[src/rtl/pipe_adder_pkg.sv]
// Shared helpers for the segmented pipelined adder: stage count and parameter legality.
package pipe_adder_pkg;

  function automatic int nseg(input int width, input int seg_w);
    return width / seg_w;
  endfunction

  function automatic bit seg_cfg_ok(input int width, input int seg_w);
    return (seg_w >= 1) && (seg_w <= width) && ((width % seg_w) == 0);
  endfunction

endpackage

[src/rtl/adder_seg_stage.sv]
// One registered SEG_W-bit slice of the ripple chain: segment sum, carry-out and valid bit.
module adder_seg_stage #(
  parameter int SEG_W = 4
) (
  input  logic             clk,
  input  logic             rst_n,
  input  logic             adv,
  input  logic             valid_in,
  input  logic [SEG_W-1:0] a,
  input  logic [SEG_W-1:0] b,
  input  logic             carry_in,
  output logic             valid,
  output logic [SEG_W-1:0] seg_sum,
  output logic             carry_out
);

  typedef struct packed {
    logic             valid;
    logic [SEG_W-1:0] seg_sum;
    logic             carry;
  } stage_rec_t;

  logic [SEG_W:0] total;
  stage_rec_t     rec_d;
  stage_rec_t     rec_q;

  assign total = {1'b0, a} + {1'b0, b} + {{SEG_W{1'b0}}, carry_in};

  always_comb begin
    rec_d         = '0;
    rec_d.valid   = valid_in;
    rec_d.seg_sum = total[SEG_W-1:0];
    rec_d.carry   = total[SEG_W];
  end

  // Bubble stages still load data; only the valid bit marks real results.
  always_ff @(posedge clk or negedge rst_n) begin
    if (!rst_n) begin
      rec_q <= '0;
    end else if (adv) begin
      rec_q <= rec_d;
    end
  end

  assign valid     = rec_q.valid;
  assign seg_sum   = rec_q.seg_sum;
  assign carry_out = rec_q.carry;

endmodule

[src/rtl/pipe_adder.sv]
// Pipelined ripple-carry adder, one SEG_W-bit segment per stage, valid/ready on both sides.
// Optional subtract mode with signed overflow flag when PIPE_ADDER_SUB_EN is defined.
module pipe_adder
  import pipe_adder_pkg::*;
#(
  parameter int WIDTH = 16,
  parameter int SEG_W = 4
) (
  input  logic             clk,
  input  logic             rst_n,
  input  logic             in_valid,
  output logic             in_ready,
  input  logic [WIDTH-1:0] a,
  input  logic [WIDTH-1:0] b,
  input  logic             cin,
`ifdef PIPE_ADDER_SUB_EN
  input  logic             sub,
  output logic             ovf,
`endif
  output logic             out_valid,
  input  logic             out_ready,
  output logic [WIDTH-1:0] sum,
  output logic             cout
);

  localparam int NSEG   = nseg(WIDTH, SEG_W);
  localparam bit CFG_OK = seg_cfg_ok(WIDTH, SEG_W);

  if (!CFG_OK) begin : g_bad_cfg
    $error("pipe_adder: WIDTH must be a non-zero multiple of SEG_W");
  end

  logic             adv;
  logic [WIDTH-1:0] b_eff;
  logic             c0;

  // Handshake: input moves on in_valid && in_ready, output on out_valid && out_ready;
  // the whole pipe advances together whenever the output slot is empty or being drained.
  assign adv      = !out_valid || out_ready;
  assign in_ready = adv;

`ifdef PIPE_ADDER_SUB_EN
  assign b_eff = sub ? ~b : b;
  assign c0    = sub ? 1'b1 : cin;
`else
  assign b_eff = b;
  assign c0    = cin;
`endif

  for (genvar k = 0; k < NSEG; k++) begin : g_st
    logic [SEG_W-1:0] sa;
    logic [SEG_W-1:0] sb;
    logic [SEG_W-1:0] seg;
    logic             ci;
    logic             vi;
    logic             co;
    logic             vo;

    if (k == 0) begin : g_head
      assign sa = a[SEG_W-1:0];
      assign sb = b_eff[SEG_W-1:0];
      assign ci = c0;
      assign vi = in_valid;
    end else begin : g_body
      assign sa = g_st[k-1].g_skew.ua[SEG_W-1:0];
      assign sb = g_st[k-1].g_skew.ub[SEG_W-1:0];
      assign ci = g_st[k-1].co;
      assign vi = g_st[k-1].vo;
    end

    adder_seg_stage #(.SEG_W(SEG_W)) u_stage (
      .clk       (clk),
      .rst_n     (rst_n),
      .adv       (adv),
      .valid_in  (vi),
      .a         (sa),
      .b         (sb),
      .carry_in  (ci),
      .valid     (vo),
      .seg_sum   (seg),
      .carry_out (co)
    );

    // Operand bits not yet consumed ride along until their segment's stage.
    if (k < NSEG - 1) begin : g_skew
      localparam int UW = WIDTH - (k + 1) * SEG_W;
      logic [UW-1:0] ua;
      logic [UW-1:0] ub;
      logic [UW-1:0] ua_nxt;
      logic [UW-1:0] ub_nxt;

      if (k == 0) begin : g_src
        assign ua_nxt = a[WIDTH-1:SEG_W];
        assign ub_nxt = b_eff[WIDTH-1:SEG_W];
      end else begin : g_src
        assign ua_nxt = g_st[k-1].g_skew.ua[UW+SEG_W-1:SEG_W];
        assign ub_nxt = g_st[k-1].g_skew.ub[UW+SEG_W-1:SEG_W];
      end

      always_ff @(posedge clk or negedge rst_n) begin
        if (!rst_n) begin
          ua <= '0;
          ub <= '0;
        end else if (adv) begin
          ua <= ua_nxt;
          ub <= ub_nxt;
        end
      end
    end

    // Finished lower segments are carried forward so the full sum lines up at the end.
    if (k > 0) begin : g_lo
      logic [k*SEG_W-1:0] lo;
      logic [k*SEG_W-1:0] lo_nxt;

      if (k == 1) begin : g_src
        assign lo_nxt = g_st[0].seg;
      end else begin : g_src
        assign lo_nxt = {g_st[k-1].seg, g_st[k-1].g_lo.lo};
      end

      always_ff @(posedge clk or negedge rst_n) begin
        if (!rst_n) begin
          lo <= '0;
        end else if (adv) begin
          lo <= lo_nxt;
        end
      end
    end
  end

  assign out_valid = g_st[NSEG-1].vo;
  assign cout      = g_st[NSEG-1].co;

  if (NSEG == 1) begin : g_sum_one
    assign sum = g_st[0].seg;
  end else begin : g_sum_many
    assign sum = {g_st[NSEG-1].seg, g_st[NSEG-1].g_lo.lo};
  end

`ifdef PIPE_ADDER_SUB_EN
  logic [SEG_W-1:0] msb_seg;
  logic             ovf_nxt;
  logic             ovf_q;

  // Signed overflow: operands agree in sign but the result's sign differs.
  assign msb_seg = g_st[NSEG-1].sa + g_st[NSEG-1].sb + SEG_W'(g_st[NSEG-1].ci);
  assign ovf_nxt = (g_st[NSEG-1].sa[SEG_W-1] == g_st[NSEG-1].sb[SEG_W-1]) &&
                   (msb_seg[SEG_W-1] != g_st[NSEG-1].sa[SEG_W-1]);

  always_ff @(posedge clk or negedge rst_n) begin
    if (!rst_n) begin
      ovf_q <= 1'b0;
    end else if (adv) begin
      ovf_q <= ovf_nxt;
    end
  end

  assign ovf = ovf_q;
`endif

endmodule

[config.mk]
export PLATFORM = sky130hd
export DESIGN_NAME = pipe_adder
export DESIGN_NICKNAME = d
export VERILOG_FILES = /design/src/rtl/pipe_adder_pkg.sv /design/src/rtl/adder_seg_stage.sv /design/src/rtl/pipe_adder.sv
export SDC_FILE = /design/constraint.sdc
export NUM_CORES = 1
export LEC_CHECK = 0
export CAP_MARGIN = 20
export CORE_UTILIZATION = 54
export CTS_CLUSTER_SIZE = 24
export DETAILED_ROUTE_END_ITERATION = 10
export PLACE_DENSITY = 0.83
export SYNTH_ARGS = -nofsm -noshare
export SYNTH_HDL_FRONTEND = slang
export SYNTH_SLANG_ARGS = --single-unit
[constraint.sdc]
create_clock -name clk -period 2.3 [get_ports clk]
set_input_delay 0.23 -clock clk [delete_from_list [all_inputs] [get_ports clk]]
set_output_delay 0.23 -clock clk [all_outputs]
set_load 0.03 [all_outputs]
==> results of run 1 <==
==> layout make-up <==
type	count	share of cell area, %
Multi-Input combinational cell	315	31.0
Clock buffer	12	2.93
Sequential cell	96	48.4
Timing Repair Buffer	64	13.2
Tap cell	99	2.50
Inverter	15	1.14
Clock inverter	3	0.858
==> final timing paths <==
check | from | end | slack (ns)
max | g_st[3].u_stage.valid$_DFFE_PN0P_ | in_ready | 0.50
min | b[12] | g_st[0].g_skew.ub[8]$_DFFE_PN0P_ | 0.39
max reg2reg | g_st[0].u_stage.carry_out$_DFFE_PN0P_ | g_st[1].u_stage.carry_out$_DFFE_PN0P_ | 0.52
min reg2reg | g_st[3].g_lo.lo[6]$_DFFE_PN0P_ | g_st[3].g_lo.lo[6]$_DFFE_PN0P_ | 0.47
max in group asynchronous | rst_n | g_st[0].g_skew.ua[0]$_DFFE_PN0P_ | 1.15
min in group asynchronous | rst_n | g_st[2].g_lo.lo[0]$_DFFE_PN0P_ | 0.50
==> worst max-delay path: cells and delay by family, from the launching register on <==
family                 cells  cell delay (ns)
buffers and inverters      3             0.66
DFF                        1             0.39
and+or+nand+nor            1             0.14
==> registers in the layout, indices dropped and copies added, names as in the netlist <==
register,cells
g_st.u_stage.valid,4
g_st.g_skew.ub,24
g_st.u_stage.carry_out,4
g_st.u_stage.seg_sum,16
g_st.g_lo.lo,24
g_st.g_skew.ua,24
==> cell families after synthesis <==
family          Yosys count
flops                    96
compound gates           36
xor+xnor                  4
simple gates            255
buf+inv                  36
fa+ha+maj                20
==> power by group <==
part / internal, mW / leakage (nW) / switching [mW]
clock: 0.525 / 0.0925 / 0.539
combinational: 1.06 / 1.31 / 1.44
sequential: 2.42 / 1.16 / 0.406
==> stage by stage <==
stage / area (sq um) / util, % / setup slack, ns / power [mW]
2_1_floorplan: 4120 / - / 0.598 / 4.56
5_1_grt: 4960 / 67.7 / 0.402 / 6.96
3_5_place_dp: 4760 / 65.0 / 0.176 / 5.39
6_report: 4960 / 67.7 / 0.499 / 6.39
4_1_cts: 4960 / 67.7 / 0.478 / 6.44
3_3_place_gp: 4760 / 65.0 / 0.255 / 5.26
==> layer usage <==
layer  up-vias  routed length, um  global-route usage (%)
li1       1481                  -                       -
met1      1407               3190                    26.1
met2        54               3560                    36.9
met3         9                209                    3.32
met4         0                133                    9.67
met5         -                  0                       0
==> synthesized netlist by cell type <==
cell type  count
nand2b_1       1
inv_2          1
nor3_1         1
ha_1          12
xor2_1         3
a21o_1         4
o21a_1         2
buf_2         16
nor2b_1        3
dfrtp_1       96
nor2_1        11
nor2b_4        2
a21oi_1       12
fa_1           8
buf_4          3
inv_1         14
xnor2_1        1
o31ai_2        1
o21ai_0       17
buf_6          2
nand2_1      237
==> metrics, run 1 <==
Post-Synth Adder-Cell Area=under 10%; Post-Place Cells=approximately 590; WL final=7100 um; clk_lat worst skew=0.36 ns; fmax=between 500 and 600 MHz; wire length per cell=roughly 12 um; Slowest-stage cell, CP=dfrtp_1; Pre-Repair DR Iteration Count=4; Initial DRC Count=120; worst path arrival time=between 1.5 and 2 ns; initial antenna violation count=0; CP Max Fanout=42; Area growth, synth to finish=20.4%; mux contribution to synthesized area=0%; die area=roughly 8000 sq um; antenna cells=0; CP Launch Type=flop; CTS clk-pin slew, worst paths=0.08 ns; Sink Count=96; Unique masters post-synth=21; worst-margin pin slew=between 0.8 and 0.9 ns; Layout Skew=0.00666 ns; Mapped Cells=between 400 and 500; Hold Path Depth=3; Die W=a little under 90 um; RSZ-0062 raised after global routing=false; Slew Viols, Final=0; compound-cell area share of the yosys netlist=approximately 5%; Overflow after GRT=0; Initial Utilization=a little under three fifths; critical path cell sequence=nor2b_4 > inv_2 > buf_12 > buf_4; Synth top area share=between 50% and 60%; clock buffer depth=2; H-tree Lvls=3; area leader, netlist=dfrtp_1; Via density=just under 5; outcome=complete, no violations; HPWL Detailed=4940 um; largest family of logic cells by synthesized area=simple AND/OR/NAND/NOR gates; xor/xnor cell area share of the yosys netlist=less than 1%; Mean Syn Cell Area=9.22 sq um; Tmin final=1.80 ns; Mapped Area=4120 sq um; yosys warns=0; row count=31; worst path required time=2.07 ns; power density over the cells=around 1300 nW/um^2; first-pass GRT wire length=about 13000 um; post-synthesis register bit count=96; max incr delay on CP=about 0.39 ns; Residual DRC=0; VDD IR max=around 0.00055 V; max_slew headroom=~46%; post_cts resized=0; simple-gate share of the synthesized area=a little under a quarter; Max Cap Viol=0; largest cells by area after synthesis=dfrtp_1 58%, nand2_1 22%, fa_1 3.9%, ha_1 3.6%, o21ai_0 2.1%; area of the multi-input gates=1540 sq um; ratio of cells with drive above 1 in the final layout=around 5.3%; post-CTS setup repair buffer count=0; setup violators final=0; total nets after synthesis=a little over 500; Seq/Total Area, Yosys=between 50% and 60%; Leakage=2.55 nW; port bufs=55; Placeable Area=about 7300 sq um; CTS Buf Count=9; Tcrit/Tclk final=roughly four fifths; remaining antenna violation count after routing=0; Die Ht=between 80 and 90 um; fin nets=between 500 and 600; hold buffers post-CTS=1; most common cell after layout, fill and taps aside=nand2_1; commonest non-fill, non-tap cells in the layout=237 x nand2_1, 96 x dfrtp_1, 53 x clkdlybuf4s50_1; total number of vias=around 3000; Tot GR Track Use=a little over a fifth; fillers=between 500 and 600; FF-to-FF path depth=5; crit path kind=flop to primary output; Register Area=around 2400 sq um; largest net degree at the start of global routing=a little over 90; crit end category=primary output; vias in the first global route=a little under 3000; routability cong.=around 0.86; TritonCTS clock tree=built; Final Hold Vio Count=0; hold slack=roughly 0.39 ns; Setup TNS=0 ns; CTS root buffer=clkbuf_8; worst hold-check path type=input pin to flop; # IOs=between 50 and 60; Post-Layout Cell Count=~600
Power figures use the tool's default switching activity.
==> run 2: changes to the inputs <==
Clock period 2.3 ns to 1.75 ns, I/O delays scaled along.
==> run 2 against run 1 <==
  * Clock-buffer cell count shrank 2
  * Critical path type is now flop to flop
  * Clock power is 39% higher
  * Via count is 1.9% higher
  * Non-clock buffer count grew 3
  * Critical path depth grew 1
==> metrics, run 2 (synthesized netlist as in run 1, its figures left out) <==
largest net degree at the start of global routing=67 (-27%); hold slack=0.266 ns (-0.124 ns); commonest non-fill, non-tap cells in the layout=237 x nand2_1, 96 x dfrtp_1, 53 x clkdlybuf4s50_1; worst path arrival time=1.92 ns (+0.35 ns); Residual DRC=0 (unchanged); worst-margin pin slew=0.386 ns (-0.428 ns); Placement Cell Area=4810 sq um (+1.0%); Tot GR Track Use=22.2% (+0.99 points); total number of vias=3007 (+1.9%); H-tree Lvls=3 (unchanged); Sink Count=96 (unchanged); crit end category=flop; Final Cell Area=5040 sq um (+1.6%); TritonCTS clock tree=built; Placeable Area=7330 sq um (unchanged); antenna cells=0 (unchanged); die area=7980 sq um (unchanged); first-pass GRT wire length=13000 um (+3.4%); Initial Utilization=56.2% (unchanged); CTS root buffer=clkbuf_8; fin util=68.7% (+1.1 points); Overflow after GRT=0 (unchanged); port bufs=55 (unchanged); Tcrit/Tclk final=about 96%; clock buffer depth=2 (unchanged); power density over the cells=1720 nW/um^2 (+33%); vias in the first global route=2957 (+1.1%); Die Ht=89.4 um (unchanged); biggest regs=g_st.g_skew.ua x24, g_st.g_skew.ub x24, g_st.g_lo.lo x24; CTS Buf Count=9 (unchanged); Leakage=2.60 nW (+1.6%); Initial DRC Count=162 (+35%); max_slew headroom=74.3% (+29 points); critical path cell sequence=fa_2 > fa_2 > buf_4 > xnor2_2 > o21ai_1; Final Hold Vio Count=0 (unchanged); HPWL Detailed=5290 um (+7.0%); wire length per cell=12.7 um (+7.8%); Die W=89.4 um (unchanged); remaining antenna violation count after routing=0 (unchanged); # IOs=56 (unchanged); routability cong.=0.905 (+5.8%); WL final=7700 um (+8.5%); RSZ-0062 raised after global routing=false; most used cell, CP=fa_2; Slew Viols, Final=0 (unchanged); Tmin final=approximately 1.7 ns; fin nets=561 (+0.54%); Via density=4.95 (+1.2%); ratio of cells with drive above 1 in the final layout=7.07% (+1.7 points); worst path required time=1.99 ns (-0.08 ns); crit path kind=flop to flop; Layout Skew=0.0112 ns (+0.00457 ns); fmax=595 MHz; outcome=complete, no violations; CP Max Fanout=2 (-95%); initial antenna violation count=0 (unchanged); worst hold-check path type=input pin to async pin; clk_lat worst skew=0.36 ns (about the same); CTS clk-pin slew, worst paths=0.09 ns (about the same); CP Launch Type=flop; max incr delay on CP=0.42 ns (+0.03 ns); setup violators final=0 (unchanged); Pre-Repair DR Iteration Count=4 (unchanged); Slowest-stage cell, CP=dfrtp_1; VDD IR max=0.000737 V (+33%); row count=31 (unchanged); most common cell after layout, fill and taps aside=nand2_1; Area growth, synth to finish=22.3%; Max Cap Viol=0 (unchanged)
==> run 2: worst max-delay path: cells and delay by family, from the launching register on <==
family | cells | cell delay, ns
adders and majority gates | 2 | 0.77
DFF | 1 | 0.42
buffers and inverters | 1 | 0.15
xor gates and xnor gates | 1 | 0.15
AOI/OAI and AO/OA | 1 | 0.08
==> run 2: final cells by class <==
cell class / instances / area (sq um)
clock buffer: 10 / 138
clock inverter: 6 / 68.8
fill: 552 / 2290
inverter: 15 / 56.3
multi-input combinational: 315 / 1550
sequential: 96 / 2400
tap: 99 / 124
timing repair buffer: 67 / 701
==> run 2: final timing paths <==
check | start | endpoint | slack (ns) | cells after the start
min in group clk | a[11] | g_st[0].g_skew.ua[7]$_DFFE_PN0P_ | 0.34 | 3
max reg2reg | g_st[0].u_stage.carry_out$_DFFE_PN0P_ | g_st[1].u_stage.seg_sum[2]$_DFFE_PN0P_ | 0.07 | 5
max | g_st[0].u_stage.carry_out$_DFFE_PN0P_ | g_st[1].u_stage.seg_sum[2]$_DFFE_PN0P_ | 0.07 | 5
min reg2reg | g_st[3].g_lo.lo[5]$_DFFE_PN0P_ | g_st[3].g_lo.lo[5]$_DFFE_PN0P_ | 0.47 | 2
min | rst_n | g_st[1].g_lo.lo[1]$_DFFE_PN0P_ | 0.27 | 2
max in group asynchronous | rst_n | g_st[2].u_stage.seg_sum[2]$_DFFE_PN0P_ | 0.93 | 3
==> run 2: report_power, final <==
group / switching, mW / leakage [nW] / internal (mW) / total (mW)
registers: 0.540 / 1.16 / 3.18 / 3.72
logic: 1.98 / 1.34 / 1.47 / 3.46
clock network: 0.769 / 0.102 / 0.704 / 1.47
total: 3.29 / 2.60 / 5.36 / 8.65
==> run 2: routing by layer <==
| layer | vias up | part of all wire [%] | global-route usage [%] |
|---|---|---|---|
| met4 | 0 | 2.0 | 9.81 |
| met5 | - | 0 | 0 |
| li1 | 1482 | - | - |
| met2 | 66 | 52 | 36.9 |
| met1 | 1443 | 43 | 28.4 |
| met3 | 16 | 3.3 | 4.52 |
==> run 2: what timing repair did <==
| item | CTS | global route |
|---|---|---|
| pin swaps | 1 | 1 |
| setup buffers | 0 | 0 |
| endpoints found under the hold margin | 25 | 0 |
| gates resized for setup | 1 | 3 |
| hold buffers | 1 | 0 |
| endpoints found under the setup margin | 2 | 2 |
==> run 2: metrics by stage <==
step                TNS (ns)  power (mW)  setup slack, ns  cells
floorplan                  0        5.99           0.0477    447
global placement      -0.436        6.98           -0.197    591
detailed placement    -0.727        7.17           -0.289    591
CTS                        0        8.68         0.000317    608
global route               0        9.34         0.000636    608
finish                     0        8.65           0.0697    608
==> run 3: changes to the inputs <==
Settings changed: CTS_CLUSTER_DIAMETER set to 50, CTS_CLUSTER_SIZE 24 to 14.
==> results of run 3 <==
No change in the layout: final DEF, timing and power equal those of run 2.
